--- config.mk ---
export PLATFORM = sky130hd
export DESIGN_NAME = pipeline_hazard_controller
export DESIGN_NICKNAME = d
export VERILOG_FILES = /design/src/rtl/pipeline_hazard_controller_pkg.sv /design/src/rtl/pipeline_hazard_controller_forwarding_unit.sv /design/src/rtl/pipeline_hazard_controller.sv
export SDC_FILE = /design/constraint.sdc
export NUM_CORES = 1
export LEC_CHECK = 0
export ABC_AREA = 1
export BUFFER_PORTS_ARGS = -buffer_cell sky130_fd_sc_hd__buf_2
export CAP_MARGIN = 20
export CORE_MARGIN = 8
export CORE_UTILIZATION = 53
export CTS_CLUSTER_SIZE = 20
export DETAILED_ROUTE_END_ITERATION = 7
export HOLD_SLACK_MARGIN = 0.05
export MAX_ROUTING_LAYER = met4
export PLACE_DENSITY = 0.84
export SYNTH_ARGS = -nofsm -noshare
export SYNTH_HDL_FRONTEND = slang
export SYNTH_SLANG_ARGS = --single-unit
--- constraint.sdc ---
create_clock -name clk -period 2.7 [get_ports clk]
set_clock_uncertainty 0.1 [all_clocks]
set_input_delay 0.27 -clock clk [delete_from_list [all_inputs] [get_ports clk]]
set_output_delay 0.27 -clock clk [all_outputs]
set_load 0.01 [all_outputs]
--- src/rtl/pipeline_hazard_controller_pkg.sv ---
// Shared types for the RV32E pipeline hazard controller (package hazard_pkg).
package hazard_pkg;

  typedef enum logic [1:0] {
    RUN   = 2'd0,
    IWAIT = 2'd1,
    DWAIT = 2'd2
  } hz_state_t;

  typedef enum logic [1:0] {
    FWD_NONE = 2'd0,
    FWD_MEM  = 2'd1,
    FWD_WB   = 2'd2
  } fwd_sel_t;

  typedef logic [3:0] regidx_t;

endpackage

--- src/rtl/pipeline_hazard_controller_forwarding_unit.sv ---
// Per-operand register match against EX/MEM/WB destinations; MEM wins over WB.
module forwarding_unit
  import hazard_pkg::*;
#(
  parameter int RIDX_W = 4
) (
  input  logic [RIDX_W-1:0] rs_i,
  input  logic              used_i,
  input  logic              invalid_i,
  input  logic [RIDX_W-1:0] rd_ex_i,
  input  logic [RIDX_W-1:0] rd_mem_i,
  input  logic [RIDX_W-1:0] rd_wb_i,
  input  logic              regwrite_ex_i,
  input  logic              regwrite_mem_i,
  input  logic              regwrite_wb_i,
  output fwd_sel_t          fwd_o,
  output logic              ex_match_o
);

  logic src_live_s;
  logic mem_match_s;
  logic wb_match_s;

  // x0 is hard-wired zero, so reads of it never depend on an older instruction
  assign src_live_s  = used_i && (rs_i != {RIDX_W{1'b0}}) && !invalid_i;
  assign ex_match_o  = src_live_s && regwrite_ex_i  && (rs_i == rd_ex_i);
  assign mem_match_s = src_live_s && regwrite_mem_i && (rs_i == rd_mem_i);
  assign wb_match_s  = src_live_s && regwrite_wb_i  && (rs_i == rd_wb_i);

  always_comb begin
    fwd_o = FWD_NONE;
    if (mem_match_s) begin
      fwd_o = FWD_MEM;
    end else if (wb_match_s) begin
      fwd_o = FWD_WB;
    end else begin
      fwd_o = FWD_NONE;
    end
  end

endmodule

--- src/rtl/pipeline_hazard_controller.sv ---
// Stall/flush/redirect/forwarding control for the five-stage RV32E pipeline.
// Operand forwarding is built only when HAZARD_FORWARD_EN is defined.
module pipeline_hazard_controller
  import hazard_pkg::*;
#(
  parameter int NREGS = 16,
  parameter int CNT_W = 32
) (
  input  logic                     clk,
  input  logic                     rst,
  input  logic [$clog2(NREGS)-1:0] rs1_ID,
  input  logic [$clog2(NREGS)-1:0] rs2_ID,
  input  logic                     rs1_used_ID,
  input  logic                     rs2_used_ID,
  input  logic                     invalid_ID,
  input  logic [$clog2(NREGS)-1:0] rd_EX,
  input  logic [$clog2(NREGS)-1:0] rd_MEM,
  input  logic [$clog2(NREGS)-1:0] rd_WB,
  input  logic                     regwrite_EX,
  input  logic                     regwrite_MEM,
  input  logic                     regwrite_WB,
  input  logic                     memread_EX,
  input  logic                     branch_taken_EX,
  input  logic                     imem_ready,
  input  logic                     dmem_req_MEM,
  input  logic                     dmem_ready,
  output logic                     stall_PC,
  output logic                     stall_IF_ID,
  output logic                     stall_ID_EX,
  output logic                     stall_EX_MEM,
  output logic                     stall_MEM_WB,
  output logic                     flush_IF,
  output logic                     flush_ID,
  output logic                     pc_sel,
  output fwd_sel_t                 fwd_a,
  output fwd_sel_t                 fwd_b,
  output logic [CNT_W-1:0]         stall_count
);

  localparam int RIDX_W = $clog2(NREGS);
  localparam logic [CNT_W-1:0] CNT_ONE = {{(CNT_W-1){1'b0}}, 1'b1};

  hz_state_t        state_q, state_d;
  logic [CNT_W-1:0] stall_count_q, stall_count_d;
  fwd_sel_t         fwd_a_s, fwd_b_s;
  logic             ex_match_a_s, ex_match_b_s;
  logic             dwait_entry_s;
  logic             data_wait_s;
  logic             load_use_s;

  forwarding_unit #(.RIDX_W(RIDX_W)) u_fwd_a (
    .rs_i           (rs1_ID),
    .used_i         (rs1_used_ID),
    .invalid_i      (invalid_ID),
    .rd_ex_i        (rd_EX),
    .rd_mem_i       (rd_MEM),
    .rd_wb_i        (rd_WB),
    .regwrite_ex_i  (regwrite_EX),
    .regwrite_mem_i (regwrite_MEM),
    .regwrite_wb_i  (regwrite_WB),
    .fwd_o          (fwd_a_s),
    .ex_match_o     (ex_match_a_s)
  );

  forwarding_unit #(.RIDX_W(RIDX_W)) u_fwd_b (
    .rs_i           (rs2_ID),
    .used_i         (rs2_used_ID),
    .invalid_i      (invalid_ID),
    .rd_ex_i        (rd_EX),
    .rd_mem_i       (rd_MEM),
    .rd_wb_i        (rd_WB),
    .regwrite_ex_i  (regwrite_EX),
    .regwrite_mem_i (regwrite_MEM),
    .regwrite_wb_i  (regwrite_WB),
    .fwd_o          (fwd_b_s),
    .ex_match_o     (ex_match_b_s)
  );

  assign dwait_entry_s = dmem_req_MEM && !dmem_ready;
  // Once in DWAIT the access is outstanding regardless of dmem_req_MEM
  assign data_wait_s   = (state_q == DWAIT) ? !dmem_ready : dwait_entry_s;

`ifdef HAZARD_FORWARD_EN
  logic unused_fwd_s;
  assign unused_fwd_s = 1'b0;
  assign load_use_s   = memread_EX && (ex_match_a_s || ex_match_b_s);
`else
  // Without bypass paths, any in-flight producer in EX or MEM blocks ID
  logic unused_memread_s;
  assign unused_memread_s = memread_EX;
  assign load_use_s = ex_match_a_s || ex_match_b_s ||
                      (fwd_a_s == FWD_MEM) || (fwd_b_s == FWD_MEM);
`endif

  always_comb begin
    state_d      = state_q;
    stall_PC     = 1'b0;
    stall_IF_ID  = 1'b0;
    stall_ID_EX  = 1'b0;
    stall_EX_MEM = 1'b0;
    stall_MEM_WB = 1'b0;
    flush_IF     = 1'b0;
    flush_ID     = 1'b0;
    pc_sel       = 1'b0;
    if (rst) begin
      state_d  = RUN;
      flush_IF = 1'b1;
      flush_ID = 1'b1;
    end else begin
      case (state_q)
        RUN: begin
          if (dwait_entry_s)    state_d = DWAIT;
          else if (!imem_ready) state_d = IWAIT;
          else                  state_d = RUN;
        end
        IWAIT: begin
          if (dwait_entry_s)    state_d = DWAIT;
          else if (imem_ready)  state_d = RUN;
          else                  state_d = IWAIT;
        end
        DWAIT: begin
          if (dmem_ready) state_d = RUN;
          else            state_d = DWAIT;
        end
        default: state_d = RUN;
      endcase

      if (data_wait_s) begin
        stall_PC     = 1'b1;
        stall_IF_ID  = 1'b1;
        stall_ID_EX  = 1'b1;
        stall_EX_MEM = 1'b1;
        stall_MEM_WB = 1'b1;
      end else if (branch_taken_EX) begin
        pc_sel   = 1'b1;
        flush_IF = 1'b1;
        flush_ID = 1'b1;
      end else if (load_use_s || !imem_ready) begin
        stall_PC    = 1'b1;
        stall_IF_ID = 1'b1;
        flush_ID    = 1'b1;
      end else begin
        stall_PC = 1'b0;
      end
    end
  end

  always_comb begin
    fwd_a = FWD_NONE;
    fwd_b = FWD_NONE;
`ifdef HAZARD_FORWARD_EN
    if (rst) begin
      fwd_a = FWD_NONE;
      fwd_b = FWD_NONE;
    end else begin
      fwd_a = fwd_a_s;
      fwd_b = fwd_b_s;
    end
`endif
  end

  always_comb begin
    stall_count_d = stall_count_q;
    if (stall_PC) begin
      stall_count_d = stall_count_q + CNT_ONE;
    end else begin
      stall_count_d = stall_count_q;
    end
  end

  always_ff @(posedge clk or posedge rst) begin
    if (rst) begin
      state_q       <= RUN;
      stall_count_q <= {CNT_W{1'b0}};
    end else begin
      state_q       <= state_d;
      stall_count_q <= stall_count_d;
    end
  end

  assign stall_count = stall_count_q;

endmodule

==> results.toml <==
[status]
status = "complete, no violations"

[synthesis]
avgSynthCellArea_um2 = 6.910
synthXorXnorAreaFrac_pct = 14.35
synthCells = 371
yosysTopAreaCell = "dfrtp_1"
synth_compound_area_share_pct = 0.6345
synth_cell_types = 25
synthTopCellsByArea = "dfrtp_1, nand2_1, nand3_1"
synth_seq_cells = 34
yosys.area.top_type_share_pct = 33.19
yosysWarningCount = 0
synthSimpleGateAreaFrac_pct = 42.80
synthAdderAreaFrac_pct = 0.4880
synth_area_mm2 = 0.002564
synth_top_family_by_area = "simple AND/OR/NAND/NOR gates"
synth_seq_area_share_pct = 33.19
muxShareOfSynthArea_pct = 0

[die]
num_rows = 25
fp.dieArea_mm2 = 0.007319
start_util_pct = 54.64
ios = 77
die_w_um = 85.55
die_h_um = 85.55
core-area_mm2 = 0.004692

[timing]
finalHoldViolCount = 0
slew_viol_final = 0
setup_tns_ns = 0
fin_crit_sh_pct = 78.73
rsz0062_at_grt = "no"
whs_ns = 0.09982
finalSetupViolCount = 0
max_freq_mhz = 470.4
min_period_ns = 2.126

[power]
p_per_area_mw_per_mm2 = 441.3
peakVddDrop_uv = 261.9
finalPower_w = 0.001324
leakage_nw = 1.630

[routing]
vias = 2560
ant_nets = 0
drt_iter0_markers = 227
drc = 0
via_per_inst = 5.235
wl_um = 6469
drtPass1Iterations = 4
wl_per_cell_um = 13.23

[placement]
gp_congestion = 0.8774
io_buffers = 66
dp_hpwl_um = 5051

[critical_path]
crit_type = "reg -> out"
crit_path_frequent_cell = "nand2_1"
path_cells = "nand3b_1 > nand2_1 > inv_2 > nand2_1 > nand2_1 > inv_2 > buf_4 > nand2_1 > buf_2"
cp-start-kind = "flop"
worst_path_max_delay_cell = "dfrtp_1"
crit_start = "state_q[0]$_DFF_PP0_"
path_max_fanout = 33
r2r_start = "stall_count[0]$_DFFE_PP0P_"
critPathBufInv = 4
endpoint_kind = "output pin"
crit_arrival_ns = 1.76
crit_family = "buffers and inverters"
required_ns = 2.33
critPathMaxStageDelay_ns = 0.35

[clocking]
root_buffer = "clkbuf_8"
cts_resized = 0
cts_tree = "built"
cts_buffer_depth = 2
htreeDepth = 2
clk_latency_ns = 0.28
cts.sinks = 34
clkTransAtPathRegs_ns = 0.07
cts_buffers = 5

[finish]
regArea_um2 = 850.8
n_antenna_cell = 0
fill_cells = 422
nets = 469
area_growth_pct = 17.03
layout-drive-gt1-share_pct = 20.92
multi_input_area_mm2 = 0.001509

[hold_path]
hp-start = "dmem_req_MEM"
hold_class = "in -> reg"

[global_route]
grt_pass1_wl_um = 10780
grt_use_total_pct = 18.16
antenna_found_initial = 0
overflow = 0
grt_pass1_vias = 2456
grt_max_degree = 35

[run]
max_cap_viol_count = 0
final cells by class:
cell class              instances  share of cell area [%]
inverters                      26                   3.253
repair buffers                 70                   12.09
well taps                      54                   2.252
clock buffers                   6                   2.752
clock inverters                 1                   1.001
flip-flops and latches         34                   28.36
multi-input cells             298                   50.29
power by group:
part,leakage [nW],internal [W],switching [W]
logic,1.10,0.0000997,0.000169
registers,0.469,0.000539,0.0000420
clock network,0.0573,0.000295,0.000179
total,1.63,0.000933,0.000391
kinds of logic (layout without fill, tap and decap cells):
kind of cell	after synthesis	in the layout
AOI/OAI and AO/OA	2	2
xor gates and xnor gates	42	42
adders and majority gates	1	1
buffers and inverters	42	103
DFF	34	34
other	1	4
and+or+nand+nor	249	249
worst register-to-register path, stage by stage (launching register included):
cell	delay (ns)
dfrtp_1	0.45
ha_1	0.29
nand3_2	0.21
nor2_4	0.22
inv_2	0.06
nor2_1	0.20
nand2_1	0.11
xnor2_1	0.16
nand3_1	0.09
nand2_1	0.08
timing repair:
action                    CTS  global route
hold endpoints to repair   34             0
hold buffers                1             0
buffers inserted            0             0
Yosys cell counts:
library cell / count
inv_2: 5
xor2_1: 23
nand3b_1: 2
buf_6: 3
dfrtp_1: 34
buf_2: 4
buf_1: 1
a211oi_1: 1
inv_1: 21
nor2_1: 42
nand3_2: 1
nand2_4: 1
buf_4: 8
a2111oi_0: 1
nor3_2: 5
nand4_1: 8
nand3_1: 41
xnor2_1: 19
nor2_4: 1
nor3_1: 9
nand4_4: 1
conb_1: 1
nand2_1: 137
ha_1: 1
nor2_2: 1
through the flow:
stage	setup slack, ns	instances	utilization (%)	area [um2]
floorplan	0.4245	374	-	2575
global placement	0.7452	481	61.33	2878
detailed placement	0.7182	481	61.33	2878
CTS	0.5561	489	63.95	3000
global route	0.4255	489	63.95	3000
finish	0.5743	489	63.95	3000
layer usage:
layer  vias to the layer above  global-route usage, %  part of all wire, %  routed length, um
met2                        93                  31.38                   51               3280
met1                      1171                  20.49                   42               2687
met5                         -                      -                    0                  0
met4                         0                  7.006                  1.9                123
li1                       1284                      -                    -                  -
met3                        12                  3.056                  5.8                378
worst paths after layout:
check,to,slack (ns),depth (start not counted)
worst max-delay path,flush_ID,0.57,9
worst min-delay path,state_q[0]$_DFF_PP0_,0.1,2
worst max register to register,stall_count[30]$_DFFE_PP0P_,0.68,9
worst min register to register,state_q[0]$_DFF_PP0_,0.40,1
max in group asynchronous,stall_count[27]$_DFFE_PP0P_,1.61,4
min in group asynchronous,state_q[0]$_DFF_PP0_,0.58,4
sequential cells by signal (all words and copies together), names as in the netlist:
name         count
stall_count     32
state_q          2
layout by cell type, fill, tap and decap left out:
cell type	synthesis	routed
inv_1	21	21
buf_4	8	3
nand2_1	137	137
nor2_2	1	1
nand3_1	41	41
dlygate4sd3_1	0	1
xnor2_1	19	19
nand2_4	1	1
conb_1	1	4
dfrtp_1	34	34
inv_2	5	5
nand4_4	1	1
ha_1	1	1
clkbuf_8	0	6
a2111oi_0	1	1
buf_2	4	66
nand4_1	8	8
nor2_1	42	42
nor2_4	1	1
nand3b_1	2	2
nor3_2	5	5
a211oi_1	1	1
xor2_1	23	23
nor3_1	9	9
bufinv_16	0	1
nand3_2	1	1
No activity file was read; power rests on OpenSTA's default activity.
